==> config.mk <==
export PLATFORM = sky130hd
export DESIGN_NAME = axi_stream_fifo
export DESIGN_NICKNAME = d
export VERILOG_FILES = /design/src/rtl/axi_stream_fifo.sv
export SDC_FILE = /design/constraint.sdc
export NUM_CORES = 1
export LEC_CHECK = 0
export ABC_AREA = 1
export CORE_UTILIZATION = 35
export DETAILED_ROUTE_END_ITERATION = 16
export PLACE_DENSITY = 0.48
export SETUP_SLACK_MARGIN = 0.15
export SLEW_MARGIN = 20
export SYNTH_ARGS = -nofsm -noshare
export SYNTH_HDL_FRONTEND = slang
export SYNTH_SLANG_ARGS = --single-unit
==> constraint.sdc <==
create_clock -name clock -period 6.9 [get_ports clock]
set_clock_uncertainty 0.05 [all_clocks]
set_input_delay 1.035 -clock clock [delete_from_list [all_inputs] [get_ports clock]]
set_output_delay 1.035 -clock clock [all_outputs]
set_load 0.02 [all_outputs]
==> src/rtl/axi_stream_fifo.sv <==
// Synchronous first-word-fall-through AXI-stream FIFO carrying data/user/dest/tlast per beat.
// Optional store-and-forward packet mode is enabled by defining AXIS_FIFO_PACKET_MODE_EN.
module axi_stream_fifo #(
  parameter int DATA_WIDTH = 32,
  parameter int USER_WIDTH = 32,
  parameter int DEST_WIDTH = 32,
  parameter int DEPTH      = 16
) (
  input  logic                    clock,
  input  logic                    reset,
  input  logic [DATA_WIDTH-1:0]   in_data,
  input  logic [USER_WIDTH-1:0]   in_user,
  input  logic [DEST_WIDTH-1:0]   in_dest,
  input  logic                    in_valid,
  input  logic                    in_tlast,
  output logic                    in_ready,
  output logic [DATA_WIDTH-1:0]   out_data,
  output logic [USER_WIDTH-1:0]   out_user,
  output logic [DEST_WIDTH-1:0]   out_dest,
  output logic                    out_valid,
  output logic                    out_tlast,
  input  logic                    out_ready,
  output logic [$clog2(DEPTH):0]  fill_level,
  output logic                    full,
  output logic                    empty
);

  localparam int AW = $clog2(DEPTH);
  localparam int CW = AW + 1;
  localparam int BW = DATA_WIDTH + USER_WIDTH + DEST_WIDTH + 1;
  localparam logic [CW-1:0] FULL_CNT = CW'(DEPTH);

  if (DEPTH < 2 || (DEPTH & (DEPTH - 1)) != 0) begin : g_bad_depth
    $error("axi_stream_fifo: DEPTH must be a power of two and at least 2");
  end

  logic [BW-1:0]   mem [DEPTH];
  logic [AW-1:0]   wr_ptr_q, wr_ptr_d;
  logic [AW-1:0]   rd_ptr_q, rd_ptr_d;
  logic [CW-1:0]   count_q, count_d;
  logic            in_ready_q, in_ready_d;
  logic            push, pop;
  logic            is_full, is_empty;
  logic [BW-1:0]   head;

  assign is_empty = (count_q == '0);
  assign is_full  = (count_q == FULL_CNT);
  assign head     = mem[rd_ptr_q];

  // in_ready comes straight from a flop; reset only masks it while asserted.
  assign in_ready = in_ready_q && !reset;
  assign push     = in_valid && in_ready;
  assign pop      = out_valid && out_ready;

`ifdef AXIS_FIFO_PACKET_MODE_EN
  logic [CW-1:0] pkt_count_q, pkt_count_d;
  logic          release_q, release_d;
  logic          pkt_in, pkt_out;

  assign pkt_in  = push && in_tlast;
  assign pkt_out = pop && out_tlast;

  always_comb begin
    pkt_count_d = pkt_count_q;
    if (pkt_in && !pkt_out) begin
      pkt_count_d = pkt_count_q + 1'b1;
    end else if (!pkt_in && pkt_out) begin
      pkt_count_d = pkt_count_q - 1'b1;
    end
    // A full FIFO with no complete packet would deadlock, so it releases beats
    // until the partial packet ends or the FIFO runs dry.
    release_d = release_q;
    if (is_full) begin
      release_d = 1'b1;
    end
    if (pkt_out || count_d == '0) begin
      release_d = 1'b0;
    end
  end

  always_ff @(posedge clock) begin
    if (reset) begin
      pkt_count_q <= '0;
      release_q   <= 1'b0;
    end else begin
      pkt_count_q <= pkt_count_d;
      release_q   <= release_d;
    end
  end

  assign out_valid = !reset && !is_empty && (pkt_count_q != '0 || is_full || release_q);
`else
  assign out_valid = !reset && !is_empty;
`endif

  always_comb begin
    wr_ptr_d = wr_ptr_q;
    rd_ptr_d = rd_ptr_q;
    count_d  = count_q;
    if (push) begin
      wr_ptr_d = wr_ptr_q + 1'b1;
    end
    if (pop) begin
      rd_ptr_d = rd_ptr_q + 1'b1;
    end
    case ({push, pop})
      2'b10:   count_d = count_q + 1'b1;
      2'b01:   count_d = count_q - 1'b1;
      default: count_d = count_q;
    endcase
    in_ready_d = (count_d != FULL_CNT);
  end

  always_ff @(posedge clock) begin
    if (reset) begin
      wr_ptr_q   <= '0;
      rd_ptr_q   <= '0;
      count_q    <= '0;
      in_ready_q <= 1'b1;
    end else begin
      wr_ptr_q   <= wr_ptr_d;
      rd_ptr_q   <= rd_ptr_d;
      count_q    <= count_d;
      in_ready_q <= in_ready_d;
    end
  end

  always_ff @(posedge clock) begin
    if (push) begin
      mem[wr_ptr_q] <= {in_tlast, in_dest, in_user, in_data};
    end
  end

  always_comb begin
    {out_tlast, out_dest, out_user, out_data} = '0;
    if (!reset && !is_empty) begin
      {out_tlast, out_dest, out_user, out_data} = head;
    end
  end

  assign fill_level = reset ? '0 : count_q;
  assign full       = !reset && is_full;
  assign empty      = reset || is_empty;

endmodule

==> flow_metrics.env, run 1 <==
export IMPL_outcome="finished, final reports clean"
export IMPL_min_path_cells=2
export IMPL_vias=37010
export IMPL_post_route_period_util=0.8478
export IMPL_final_min_clock_period_ns=5.850
export IMPL_min_path_type="flop to flop"
export IMPL_worst_slew_pin_slew_ns=1.144
export IMPL_io_buffers=206
export IMPL_postLayoutCellArea_um2=70660
export IMPL_cts_root_buf="clkbuf_16"
export IMPL_area_growth_pct=16.44
export IMPL_die_w_um=418.4
export IMPL_routed_wl_mm=174.9
export IMPL_overflow=0
export IMPL_grt_pass1_wl_mm=253.6
export IMPL_cts_tree="yes"
export IMPL_dieArea_um2=175100
export IMPL_endpoint_kind="output port"
export IMPL_hold_viol_final=0
export IMPL_syn_area_um2=60690
export IMPL_synth_top_cell_area_share=0.7680
export IMPL_drv_cap=0
export IMPL_final_seq_area_um2=46980
export IMPL_hold_buffers=0
export IMPL_clk_path_buf_depth=3
export IMPL_drtAntennaViolNets=0
export IMPL_rows=152
export IMPL_clkSinkCount=1570
export IMPL_grt_pass1_vias=36420
export IMPL_place_gp_congestion=0.7304
export IMPL_powerDensity_nw_per_um2=306.1
export IMPL_r2r_end="mem[4][49]"
export IMPL_relSlewSlack=0.2375
export IMPL_r2r_slack_ns=3.87
export IMPL_synth_warnings=0
export IMPL_rsz0062_at_grt="no"
export IMPL_cp_arrival_ns=4.76
export IMPL_wire_per_inst_um=25.50
export IMPL_final_common_cell="edfxtp_1"
export IMPL_grt_max_degree=177
export IMPL_grt_use_total=0.1977
export IMPL_fp_coreArea_um2=171900
export IMPL_synth_seq_cells=1570
export IMPL_clk_pin_slew_ns=0.06
export IMPL_syn_inst=4286
export IMPL_yosys_cell_types_count=33
export IMPL_cts_resized_gates=0
export IMPL_vias_per_cell=5.398
export IMPL_critPathKind="flop to output port"
export IMPL_top_level_ports=207
export IMPL_whs_ns=0.4640
export IMPL_synth_nets=4394
export IMPL_ir_worst_vdd_uv=242.8
export IMPL_required_ns=5.81
export IMPL_drive_gt1_frac=0.07244
export IMPL_multi_input_area_um2=12390
export IMPL_cts_inserted_buffers=169
export IMPL_synth_top_area_cell="edfxtp_1"
export IMPL_dr_pass1_iters=6
export IMPL_startpoint_type="flop"
export IMPL_ys_top_cells_by_area="edfxtp_1 (77%), o21ai_0 (6.4%), nor2_1 (5.0%), o221ai_1 (4.0%), clkbuf_1 (1.6%)"
export IMPL_final_nets=4515
export IMPL_drt_iter0_markers=2960
export IMPL_placed_cell_area_um2=65420
export IMPL_fillers=15900
export IMPL_power_leakage_nw=21.68
export IMPL_clock_latency_ns=0.79
export IMPL_slew_violations=0
export IMPL_timing_setup_tns_ns=0
export IMPL_reg2reg_from="in_ready_q"
export IMPL_ys_seq_area_frac=0.7739
export IMPL_max_freq_ghz=0.1710
export IMPL_drc_errors=0
export IMPL_post_cts_buffers=0
export IMPL_antenna_found_initial=22
export IMPL_post_route_util=0.4110
export IMPL_htreeDepth=4
export IMPL_hold_start="rd_ptr_q[1]"
export IMPL_dp_hpwl_mm=82.98
export IMPL_setup_violations_final=0
export IMPL_hold_end="rd_ptr_q[1]"
export IMPL_r2r_cells=5
export IMPL_start_util=0.3530
export IMPL_dieHeight_um=418.4
export IMPL_path_max_fanout=176
export IMPL_layout_common_cells="edfxtp_1 (1552), nor2_1 (796), o21ai_0 (776)"
export IMPL_syn_avg_cell_area_um2=14.16
==> routing by layer <==
| layer | share of wire | GRT usage | wire [µm] | up-vias |
|---|---|---|---|---|
| li1 | - | - | - | 16810 |
| met1 | 0.46 | 0.2776 | 80230 | 19030 |
| met2 | 0.47 | 0.3122 | 81550 | 884 |
| met3 | 0.046 | 0.03199 | 8029 | 268 |
| met4 | 0.028 | 0.06506 | 4907 | 24 |
| met5 | 0.00083 | 0 | 146 | - |
==> state kept, by name, summed over array words and instances, names as in the netlist, named ones only <==
signal / count
mem: 1552
count_q: 5
rd_ptr_q: 4
in_ready_q: 1
wr_ptr_q: 4
==> synthesized netlist by cell type <==
cell type / n
a21oi_1: 107
a21oi_2: 1
a31oi_1: 2
buf_1: 16
buf_2: 47
buf_4: 3
buf_6: 1
clkbuf_1: 265
clkbuf_2: 1
dfxtp_1: 18
edfxtp_1: 1552
ha_1: 7
inv_1: 28
inv_2: 4
nand2_1: 36
nand2_2: 2
nand3_1: 86
nand3_2: 1
nand3b_1: 1
nand4_1: 3
nand4_2: 1
nand4_4: 1
nor2_1: 812
nor3_1: 1
nor3b_1: 2
nor4_1: 1
o211ai_1: 114
o21ai_0: 776
o21ai_1: 7
o221ai_1: 274
o22ai_1: 114
xnor2_1: 1
xor2_1: 1
==> worst max-delay path, stage by stage (launching register included) <==
cell             delay, ns
dfxtp_4               0.76
buf_12                0.71
buf_4                 0.76
o21ai_0               0.21
o221ai_1              0.24
nand3_1               0.12
a21oi_1               0.38
clkdlybuf4s50_1       0.69
==> how the worst max path moves through the flow <==
stage                     startpoint            to  slack (ns)  depth (start not counted)
final                           flop  out_data[21]        1.05                          7
after global routing            flop  out_data[16]        0.79                          7
after CTS                       flop  out_data[21]        0.98                          7
after detailed placement       reset  out_user[30]        1.58                          8
after global placement         reset   out_data[1]        1.65                          8
after floorplan                reset    mem[11][0]        0.68                          6
==> logic make-up (layout without fill, tap and decap cells) <==
family          Yosys count  in the layout  synth area share
fa+ha+maj                 7              7          0.001443
simple gates            947            947           0.06134
other cells               0              5                 0
xor+xnor                  2              2         0.0002887
buf+inv                 365            621           0.02388
flops                  1570           1570            0.7739
compound gates         1395           1395            0.1391
==> power breakdown <==
group	switching (mW)	internal (mW)
logic	1.65	0.738
clock network	3.69	4.95
registers	0.0488	10.6
==> through the flow <==
step | power [mW] | setup slack (ns) | instances
floorplan | 12.21 | 0.6797 | 4286
global placement | 13.20 | 1.653 | 6545
detailed placement | 13.21 | 1.579 | 6546
CTS | 21.86 | 0.9780 | 6852
global route | 22.42 | 0.7917 | 6857
finish | 21.63 | 1.051 | 6857
==> area by class of cell <==
| type | instances | area share |
|---|---|---|
| Antenna cell | 5 | 0.0001771 |
| Sequential cell | 1570 | 0.6648 |
| Tap cell | 2310 | 0.04090 |
| Timing Repair Buffer | 283 | 0.04250 |
| Clock buffer | 216 | 0.06505 |
| Multi-Input combinational cell | 2351 | 0.1754 |
| Inverter | 32 | 0.002125 |
| Clock inverter | 90 | 0.009048 |
Note: power is estimated with default switching activity, not from simulation.
==> run 2: changes to the inputs <==
==> constraint.sdc (replaced) <==
create_clock -name clock -period 5.95 [get_ports clock]
set_clock_uncertainty 0.05 [all_clocks]
set_input_delay 0.8925 -clock clock [delete_from_list [all_inputs] [get_ports clock]]
set_output_delay 0.8925 -clock clock [all_outputs]
set_load 0.02 [all_outputs]
==> run 2 against run 1 <==
Net effect:
- sequential power is 16% higher
- total power is 17% higher
- via count is 0.57% higher
- register-to-register slack worse by 0.67 ns
- final area is 0.20% higher
- count of clock-buffer cells in the layout is 6 higher
- sequential share of layout area is 0.13 points lower
- die area stayed put
- first-iteration DRC count is 16% higher
- critical path type unchanged
- largest cell class unchanged
==> flow_metrics.env, run 2 (same netlist as run 1, synthesis figures left out) <==
export IMPL_clk_pin_slew_ns=0.06
export IMPL_whs_ns=0.4522
export IMPL_max_freq_ghz=0.1927
export IMPL_fp_coreArea_um2=171900
export IMPL_relSlewSlack=0.1563
export IMPL_vias_per_cell=5.432
export IMPL_swShare=0.2485
export IMPL_antenna_found_initial=20
export IMPL_wire_per_inst_um=25.55
export IMPL_worst_slew_pin_slew_ns=1.266
export IMPL_overflow=0
export IMPL_routed_wl_mm=175.1
export IMPL_drt_iter0_markers=3440
export IMPL_power_frac_comb=0.112
export IMPL_post_route_util=0.4118
export IMPL_cp_depth=7
export IMPL_htreeDepth=4
export IMPL_multi_input_area_um2=12390
export IMPL_hold_start="rd_ptr_q[2]"
export IMPL_cts_resized_gates=0
export IMPL_r2r_cells=5
export IMPL_clkSinkCount=1570
export IMPL_setup_violations_final=0
export IMPL_r2r_end="mem[9][53]"
export IMPL_post_route_period_util=0.8724
export IMPL_final_seq_area_um2=46980
export IMPL_grt_use_total=0.1986
export IMPL_power_leakage_nw=21.73
export IMPL_die_w_um=418.4
export IMPL_powerDensity_nw_per_um2=356.4
export IMPL_hold_buffers=0
export IMPL_vias=37220
export IMPL_ir_worst_vdd_uv=307.7
export IMPL_outcome="finished, final reports clean"
export IMPL_rsz0062_at_grt="no"
export IMPL_rows=152
export IMPL_grt_max_degree=232
export IMPL_placedCellCount=6543
export IMPL_clkPwrFrac=0.402
export IMPL_fillers=15820
export IMPL_cp_slowest_stage_delay_ns=0.74
export IMPL_pwr_share_seq=0.487
export IMPL_final_common_cell="edfxtp_1"
export IMPL_crit_top_cell="buf_4"
export IMPL_r2r_slack_ns=3.20
export IMPL_reg2reg_from="in_ready_q"
export IMPL_clk_path_buf_depth=3
export IMPL_switchingPower_mw=6.271
export IMPL_drtAntennaViolNets=0
export IMPL_grt_pass1_vias=36580
export IMPL_path_max_fanout=74
export IMPL_power_internal_mw=18.96
export IMPL_place_gp_congestion=0.7374
export IMPL_final_min_clock_period_ns=5.191
export IMPL_finalNonFillerCells=6853
export IMPL_cp_top_family="buffers and inverters"
export IMPL_cts_root_buf="clkbuf_16"
export IMPL_layout_common_cells="edfxtp_1 (1552), nor2_1 (796), o21ai_0 (776)"
export IMPL_slew_violations=0
export IMPL_largestRegisters="mem x1552, count_q x5"
export IMPL_regMostFlops="mem"
export IMPL_drive_gt1_frac=0.07274
export IMPL_min_path_type="flop to flop"
export IMPL_startpoint_type="flop"
export IMPL_cts_tree="yes"
export IMPL_critPathKind="flop to output port"
export IMPL_hold_viol_final=0
export IMPL_crit_end="out_dest[5]"
export IMPL_path_cells="buf_4, buf_4, o21ai_0, o221ai_1, o211ai_1, a21oi_1, clkdlybuf4s50_1"
export IMPL_cp_arrival_ns=4.25
export IMPL_post_cts_buffers=0
export IMPL_largest_reg_flops=1552
export IMPL_io_buffers=206
export IMPL_grt_pass1_wl_mm=254.3
export IMPL_clock_latency_ns=0.79
export IMPL_drv_cap=0
export IMPL_drc_errors=0
export IMPL_final_nets=4512
export IMPL_dr_pass1_iters=8
export IMPL_dp_hpwl_mm=80.59
export IMPL_critPathSlowestCell="buf_4"
export IMPL_cts_inserted_buffers=169
export IMPL_required_ns=5.01
export IMPL_endpoint_kind="output port"
export IMPL_worst_path_buf_inv=3
export IMPL_dieArea_um2=175100
export IMPL_top_level_ports=207
export IMPL_dieHeight_um=418.4
export IMPL_start_util=0.3530
export IMPL_area_growth_pct=16.68
run 2: changes by cell type in the layout (fill, tap and decap cells not counted), sizes merged:
| cell | change |
|---|---|
| clkinv | -11 |
| clkbuf | +6 |
| buf | -3 |
| bufinv | +3 |
| clkinvlp | -2 |
| inv | +2 |
| diode | +1 |
run 2: worst register-to-register path, cell delays in order, from the launching register on:
cell	delay [ns]
dfxtp_1	0.34
nand3_2	0.24
inv_1	0.17
nand2_1	0.24
nor2_4	0.92
buf_4	0.45
run 2: final cells by class:
class,count,share of cell area
sequential,1570,0.6635
multi-input combinational,2351,0.1750
clock buffer,222,0.06494
timing repair buffer,280,0.04386
tap,2310,0.04082
clock inverter,82,0.009525
inverter,32,0.002121
antenna,6,0.0002121
run 2: power groups by stage:
stage	combinational [mW]	clock (mW)	sequential [mW]
detailed placement	2.85	0	12.5
global route	3.11	10.8	12.3
floorplan	1.66	0	12.5
global placement	2.84	0	12.5
CTS	2.86	10.4	12.3
finish	2.82	10.1	12.3
run 2: worst min path at each step:
stage | end | slack, ns | depth (start not counted)
finish | flop | 0.45 | 2
global placement | flop | 0.44 | 2
CTS | flop | 0.46 | 2
detailed placement | flop | 0.45 | 2
floorplan | flop | 0.42 | 2
global route | rd_ptr_q[1] | 0.51 | 2
run 2: per-stage QoR:
| step | setup TNS (ns) | area [µm²] | setup slack [ns] | power (mW) |
|---|---|---|---|---|
| finish | 0 | 70810 | 0.7592 | 25.23 |
| floorplan | -97.22 | 60710 | -0.1278 | 14.16 |
| global route | 0 | 70800 | 0.5109 | 26.16 |
| CTS | 0 | 70790 | 0.6574 | 25.50 |
| global placement | 0 | 65520 | 1.335 | 15.35 |
| detailed placement | 0 | 65520 | 1.323 | 15.36 |
run 2: per-layer routing:
layer,part of all wire,vias to the layer above,track usage,wire (µm)
li1,-,16810,-,-
met2,0.47,1013,0.3156,82440
met3,0.058,245,0.04047,10220
met5,0.00087,-,0,152
met4,0.021,24,0.05408,3612
met1,0.45,19130,0.2760,78660
